--- config.mk ---
export PLATFORM = sky130hd
export DESIGN_NAME = instr_feeder
export DESIGN_NICKNAME = d
export VERILOG_FILES = /design/src/rtl/instr_feeder.sv
export SDC_FILE = /design/constraint.sdc
export NUM_CORES = 1
export LEC_CHECK = 0
export BUFFER_PORTS_ARGS = -buffer_cell sky130_fd_sc_hd__clkbuf_2
export CELL_PAD_IN_SITES_DETAIL_PLACEMENT = 0
export CELL_PAD_IN_SITES_GLOBAL_PLACEMENT = 1
export CORE_MARGIN = 8
export CORE_UTILIZATION = 25
export DETAILED_ROUTE_END_ITERATION = 8
export GPL_ROUTABILITY_DRIVEN = 0
export GPL_TIMING_DRIVEN = 1
export HOLD_SLACK_MARGIN = 0.02
export MAX_ROUTING_LAYER = met4
export PLACE_DENSITY = 0.54
export SLEW_MARGIN = 20
export SYNTH_ARGS = -nofsm -noshare
export SYNTH_HDL_FRONTEND = slang
export SYNTH_SLANG_ARGS = --single-unit
--- constraint.sdc ---
create_clock -name clk -period 9.1 [get_ports clk]
set_input_delay 0.91 -clock clk [delete_from_list [all_inputs] [get_ports clk]]
set_output_delay 0.91 -clock clk [all_outputs]
set_load 0.01 [all_outputs]
--- src/rtl/instr_feeder.sv ---
// instr_feeder
//   Buffered instruction fetch path in front of the 8-bit CPU core. A loader
//   pushes W-bit instruction words over a valid/ready handshake into a
//   DEPTH-entry FIFO. An IDLE/RUN/DONE issue FSM pops one word per cycle onto
//   the core's inp bus while run=1 and hold=0. Popping a word tagged as last
//   ends the program (DONE) until run drops.
//
// Ports
//   clk        : clock, all state changes on the rising edge
//   rst_n      : synchronous active-low reset
//   in_word    : instruction word offered by the loader
//   in_last    : in_word is the final instruction of the program
//   in_valid   : loader offers in_word/in_last
//   in_ready   : feeder can accept (== !full)
//   run        : enable issuing
//   hold       : core stall, suppresses issue while high
//   inp        : registered instruction presented to the core
//   issue      : one-cycle strobe, inp carries a newly issued word
//   done       : the last-tagged word has been issued
//   count      : FIFO occupancy 0..DEPTH
//   empty/full : occupancy == 0 / == DEPTH
//   issued_cnt : words issued since reset (wraps)
module instr_feeder #(
  parameter int DEPTH = 8,
  parameter int W     = 20
) (
  input  logic                           clk,
  input  logic                           rst_n,
  input  logic [W-1:0]                   in_word,
  input  logic                           in_last,
  input  logic                           in_valid,
  output logic                           in_ready,
  input  logic                           run,
  input  logic                           hold,
  output logic [W-1:0]                   inp,
  output logic                           issue,
  output logic                           done,
  output logic [$clog2(DEPTH+1)-1:0]     count,
  output logic                           empty,
  output logic                           full,
  output logic [15:0]                    issued_cnt
);

  localparam int AW = $clog2(DEPTH);
  localparam int CW = $clog2(DEPTH+1);

  typedef enum logic [1:0] {
    ST_IDLE = 2'd0,
    ST_RUN  = 2'd1,
    ST_DONE = 2'd2
  } state_e;

  state_e          state_q, state_d;
  logic [AW-1:0]   rd_ptr_q, rd_ptr_d;
  logic [AW-1:0]   wr_ptr_q, wr_ptr_d;
  logic [CW-1:0]   count_q, count_d;
  logic            empty_q, empty_d;
  logic            full_q, full_d;
  logic [W-1:0]    inp_q, inp_d;
  logic            issue_q, issue_d;
  logic            done_q, done_d;
  logic [15:0]     issued_cnt_q, issued_cnt_d;
  logic [W:0]      mem_q [DEPTH];

  logic            push_s;
  logic            pop_s;
  logic [W:0]      head_s;

  // Storage array: entries hold {last, word}; no reset needed since reads
  // are qualified by occupancy.
  always_ff @(posedge clk) begin
    if (rst_n && push_s) begin
      mem_q[wr_ptr_q] <= {in_last, in_word};
    end
  end

  // Issue FSM next state and pop decision.
  always_comb begin
    state_d = state_q;
    pop_s   = 1'b0;
    case (state_q)
      ST_IDLE: begin
        if (run) state_d = ST_RUN;
        else     state_d = ST_IDLE;
      end
      ST_RUN: begin
        if (!run) begin
          state_d = ST_IDLE;
        end else if (!hold && !empty_q) begin
          pop_s = 1'b1;
          if (head_s[W]) state_d = ST_DONE;
          else           state_d = ST_RUN;
        end else begin
          state_d = ST_RUN;
        end
      end
      ST_DONE: begin
        if (!run) state_d = ST_IDLE;
        else      state_d = ST_DONE;
      end
      default: state_d = ST_IDLE;
    endcase
  end

  // FIFO pointers, occupancy and issue datapath next values.
  always_comb begin
    push_s       = in_valid && !full_q;
    head_s       = mem_q[rd_ptr_q];
    wr_ptr_d     = push_s ? (wr_ptr_q + AW'(1)) : wr_ptr_q;
    rd_ptr_d     = pop_s  ? (rd_ptr_q + AW'(1)) : rd_ptr_q;
    case ({push_s, pop_s})
      2'b10:   count_d = count_q + CW'(1);
      2'b01:   count_d = count_q - CW'(1);
      default: count_d = count_q;
    endcase
    empty_d      = (count_d == CW'(0));
    full_d       = (count_d == CW'(DEPTH));
    inp_d        = pop_s ? head_s[W-1:0] : inp_q;
    issue_d      = pop_s;
    issued_cnt_d = pop_s ? (issued_cnt_q + 16'd1) : issued_cnt_q;
    done_d       = (state_d == ST_DONE);
  end

  // State and output registers with synchronous reset.
  always_ff @(posedge clk) begin
    if (!rst_n) begin
      state_q      <= ST_IDLE;
      rd_ptr_q     <= '0;
      wr_ptr_q     <= '0;
      count_q      <= '0;
      empty_q      <= 1'b1;
      full_q       <= 1'b0;
      inp_q        <= '0;
      issue_q      <= 1'b0;
      done_q       <= 1'b0;
      issued_cnt_q <= 16'd0;
    end else begin
      state_q      <= state_d;
      rd_ptr_q     <= rd_ptr_d;
      wr_ptr_q     <= wr_ptr_d;
      count_q      <= count_d;
      empty_q      <= empty_d;
      full_q       <= full_d;
      inp_q        <= inp_d;
      issue_q      <= issue_d;
      done_q       <= done_d;
      issued_cnt_q <= issued_cnt_d;
    end
  end

  // in_ready depends only on registered full, never on in_valid.
  assign in_ready   = !full_q;
  assign inp        = inp_q;
  assign issue      = issue_q;
  assign done       = done_q;
  assign count      = count_q;
  assign empty      = empty_q;
  assign full       = full_q;
  assign issued_cnt = issued_cnt_q;

endmodule

# Word-level counts from Yosys, hierarchy flattened
# Memory sizes are Yosys's and may differ from the RTL's. A register that Yosys moved wholly into a read port is not among the register bits.
# Index checks and enable logic that the tools add are counted.
word_totals:
  ramBits: 168
  memories: 1
  input_bits: 26
  wordCells: 44
  reg_bits: 52
mem_list:
  columns: ["memory", "depth", "word_bits", "rd", "rd_clocked_by_memory_dff", "wr", "line_no", "source"]
  rows:
  - ["mem_q", 8, 21, 1, 1, 1, "63", "logic [W:0] mem_q [DEPTH];"]
op_classes:
  n_eq_ne: 6
  muxes: 14
  reduce_logical: 8
  addsub: 5
op_table:
  columns: ["op", "count"]
  rows:
  - ["$add 16x1->16 const B", 1]
  - ["$mux 2", 4]
  - ["$pmux 4 s2", 1]
  - ["$add 3x1->3 const B", 2]
  - ["$eq 2x2->1 const B", 3]
  - ["$mux 1", 6]
  - ["$mux 3", 2]
  - ["$pmux 2 s3", 1]
  - ["$add 4x1->4 const B", 1]
  - ["$eq 2x1->1 const B", 2]
  - ["$eq 4x4->1 const B", 1]
  - ["$logic_not 4->1", 1]
  - ["$sub 4x1->4 const B", 1]
  - ["$logic_and 1x1->1", 3]
  - ["$logic_not 1->1", 3]
  - ["$logic_not 2->1", 1]

# Longest topological paths before layout
logic_depth:
  ltp_word: 8
  mapped_depth: 11
  mapped_depth_nobuf: 10

# Least setup slack after synthesis
# Ideal clock, no wire load.
synth_path:
  kind: "input to register"
  from: "input port hold"
  to: "register empty_q (netlist: empty)"
  slack_ns: 5.679
  setup_ns: 0.095
  t_arrival_ns: 3.325
  stages: 11
  path_buffers: 1
  required_ns: 9.005
  path_cell_list: "nor3b_1 nand2_1 inv_2 buf_1 ha_1 xor2_1 ha_1 a21oi_1 mux2i_1 mux2_2 a221oi_1"
synth_between:
  elab_chain_cells: 8
synth_rtl:
  columns: ["item", "line_no", "source"]
  rows:
  - ["from (decl)", "34", "input logic hold,"]
  - ["$logic_not 1->1 (*)", "89", "end else if (!hold && !empty_q) begin"]
  - ["$logic_and 1x1->1 (*)", "89", null]
  - ["$mux 1 (*)", "89", null]
  - ["$mux 1 (*)", "87", "if (!run) begin"]
  - ["$mux 1 (*)", "81", "case (state_q)"]
  - ["via issue_d", "60", "logic issue_q, issue_d;"]
  - ["$eq 2x1->1 or $eq 2x2->1 (tied branches)", "111", "case ({push_s, pop_s})"]
  - ["$pmux 4 s2 (*)", "111", null]
  - ["$logic_not 4->1 (*)", "116", "empty_d = (count_d == CW'(0));"]
  - ["to (signal assigned)", "142", "empty_q <= empty_d;"]
  - ["to (decl)", "57", "logic empty_q, empty_d;"]
# The timed path passes the listed nets; every way through them passes the cells marked *.
# A chain may end at the register's enable or synchronous reset.

# Final worst setup path
layout_path:
  from: "input port hold"
  to: "register empty_q (netlist: empty)"
layout_between:
  elab_chain_cells: 8
layout_rtl:
  columns: ["item", "line_no"]
  rows:
  - ["$logic_not 1->1 (*)", "89"]
  - ["$logic_and 1x1->1 (*)", "89"]
  - ["$mux 1 (*)", "89"]
  - ["$mux 1 (*)", "87"]
  - ["$mux 1 (*)", "81"]
  - ["$eq 2x1->1 or $eq 2x2->1 (tied branches)", "111"]
  - ["$pmux 4 s2 (*)", "111"]
  - ["$logic_not 4->1 (*)", "116"]
# Every way passes the cells marked *; elsewhere a longest branch is shown, timed or not.

==> flow_summary.yaml <==
yosys:
  synth.area.top_cells: "edfxtp_1, dfxtp_1, mux4_2, mux2i_1, a21oi_1"
  synth_xor_area_share_pct: 1.33
  synth_area_sq_um: 8540
  synth_area_leader_cell: "edfxtp_1"
  synth-edff-count: 168
  synth_top_family_by_area: "multiplexers"
  synth-compound-area-share_pct: 4.39
  ys.warnings.count: 0
  ys_types: 47
  synthAdderAreaFrac_pct: 0.879
  synth_mux_area_share_pct: 14.0
  synthCells: 501
  yosysSeqAreaShare_pct: 72.0
  synth_top_area_share_pct: 59.1
  ys.flop_type: "edfxtp_1"
  syn-num-nets: 533
  synth_seq_cells: 223
  yosys.area_share.simple_pct: 5.77
  avgSynthCellArea_sq_um: 17.0
  async_flop_share_pct: 0
die:
  die_x_um: 201
  ios: 71
  die_h_um: 201
  core_area_sq_um: 33600
  fp.dieArea_sq_um: 40300
  start_util_pct: 25.4
  rows: 67
grt:
  grt_pass1_vias: 4817
  met1_usage_pct: 11.0
  grt_max_degree: 47
  use_met3_pct: 2.40
  antenna_found_initial: 3
  use_met2_pct: 15.8
  overflow: 0
  grt_usage_pct: 9.37
  grt_pass1_wl_um: 28700
  grt.busiest_layer: "met2"
placement:
  port_buffers: 70
  dp_hpwl_um: 11000
setup_path:
  critPathRequiredTime_ps: 9500
  critPathMaxStageDelay_ps: 610
  cp_data_arrival_time_ps: 3910
  critPathLaunchType: "input pin"
  crit_fanout: 46
  crit_chain: "clkbuf_2, nor3b_1, nand2_1, inv_2, ha_1, xor2_1, ha_1, nor3b_1, o21ai_0, mux2_2, a221oi_1"
  crit_type: "in2reg"
  endpoint_kind: "flop"
  cpMaxStageDelayCell: "inv_2"
pwr:
  seq_power_share_pct: 52.0
  power_mw: 2.15
  p_comb_share_pct: 3.3
  powerDensity_nw_per_um2: 210
  intPower_mw: 1.72
  ir_drop_uv: 123
  switchingPower_mw: 0.430
  p_clk_share_pct: 44.7
  swShare_pct: 20.0
  p_leak_nw: 3.34
clocking:
  postCtsResizedCells: 0
  htreeDepth: 1
  hold_buffers: 0
  clk_latency_ps: 520
  cts_buffers: 24
  tritoncts: "done"
  clockBufferDepth: 3
  clk_pin_slew_worst_paths_ps: 50
  cts_setup_buffers: 0
  cts_root_buffer: "clkbuf_16"
  cts.sinks: 223
timing:
  fin_skew_ps: 20.0
  fmax_mhz: 285
  period_share_pct: 38.5
  hold_violations: 0
  setup_viol: 0
  rsz0062_at_grt: "false"
  fin_crit_ps: 3510
  fin_tns_setup_ps: 0
  slew_viol_final: 0
  worst_slew_pin_slew_ps: 898
  timing.hold.ws_ps: 489
  slew_headroom_pct: 40.1
route:
  via_per_inst: 4.34
  drtPass1Iterations: 4
  num_vias: 4553
  ant_nets: 0
  drt-total-wl_um: 18700
  wire_per_inst_um: 17.8
  drc: 0
  drt_iter0_drc: 216
finish:
  seq_area_sq_um: 6150
  final_nets: 613
  fill_cells: 3286
  multiInputGateArea_sq_um: 2300
  area_growth_pct: 20.0
  drive_above_1_share_pct: 29.6
status:
  status: "finished clean"
run:
  max-cap-violations: 0
worst_hold_path:
  hp-class: "reg2reg"
[flip-flops by register name (all words and copies together), names as in the netlist, named ones only]
signal and flops:
full 1, wr_ptr_q 3, done 1, inp 20, issue 1, issued_cnt 16
mem_q 168, state_q 2, count 4, empty 1, rd_ptr_q 3
[area by class of cell]
cell class,count,share of cell area (%)
Timing Repair Buffer,79,4.08
Clock buffer,30,6.27
Antenna cell,4,0.0976
Inverter,6,0.220
Clock inverter,13,1.45
Multi-Input combinational cell,247,22.4
Tap cell,448,5.47
Sequential cell,223,60.0
[cells in the mapped netlist, types with 3 or more instances]
cell and instances:
nor2b_1 3, mux2i_1 23, dfxtp_1 55, nand2_1 17
buf_2 4, nor3b_1 4, nand2b_1 4, nor3_1 9
ha_1 6, nor2_1 19, or3_1 7, a21oi_1 32
edfxtp_1 168, clkbuf_1 12, buf_1 7, nand3_1 10
nand4_1 4, mux4_2 42, xor2_1 8, inv_1 4
xnor2_1 5, o21ai_0 29
[stage by stage]
stage	area (sq um)	utilization, %	std cells	worst slack (ps)
5_1_grt	10200	30.5	1049	5310
6_report	10300	30.5	1050	5590
4_1_cts	10200	30.5	1046	5540
3_3_place_gp	9450	28.1	1003	5130
2_1_floorplan	8540	-	501	5680
3_5_place_dp	9450	28.1	1003	5010
[power by group through the flow]
| stage | clock [mW] | sequential [mW] | combinational [mW] |
|---|---|---|---|
| 3_3_place_gp | 0 | 1.14 | 0.0704 |
| 6_report | 0.962 | 1.12 | 0.0708 |
| 2_1_floorplan | 0 | 1.14 | 0.0387 |
| 3_5_place_dp | 0 | 1.14 | 0.0730 |
| 5_1_grt | 1.03 | 1.12 | 0.0789 |
| 4_1_cts | 0.992 | 1.12 | 0.0734 |
[worst max-delay path: cells and delay by family]
kind,cells,cell delay (ps)
and+or+nand+nor,3,790
buffers and inverters,2,720
adders and majority gates,2,640
AOI/OAI and AO/OA,2,360
muxes,1,290
xor gates and xnor gates,1,180
[path summary, 6_finish.rpt]
check / start / to / slack [ps] / cells past startpoint
setup / recovery: hold / empty / 5590 / 11
hold / removal: rd_ptr_q[1] / rd_ptr_q[1] / 490 / 2
setup reg to reg: empty / empty / 5720 / 10
hold reg to reg: rd_ptr_q[1] / rd_ptr_q[1] / 490 / 2
[placed cells by master, fill, tap and decap left out, types with 8 or more instances in the layout]
master	count
buf_4	9
a21oi_1	32
dfxtp_1	53
clkbuf_16	24
nand3_1	10
mux4_2	42
mux2i_1	23
edfxtp_1	168
nor2_1	17
nand2_1	17
clkbuf_2	70
xor2_1	8
o21ai_0	29
[per-layer routing]
metal | vias up | wire length (um)
met5 | - | 0
met4 | 0 | 464
met3 | 30 | 890
met2 | 90 | 9110
met1 | 2298 | 8230
li1 | 2135 | -
[kinds of logic after synthesis]
| family | Yosys count |
|---|---|
| flops | 223 |
| fa+ha+maj | 6 |
| simple gates | 91 |
| mux | 67 |
| buf+inv | 31 |
| compound gates | 70 |
| xor+xnor | 13 |
(Power assumes the default switching activity.)
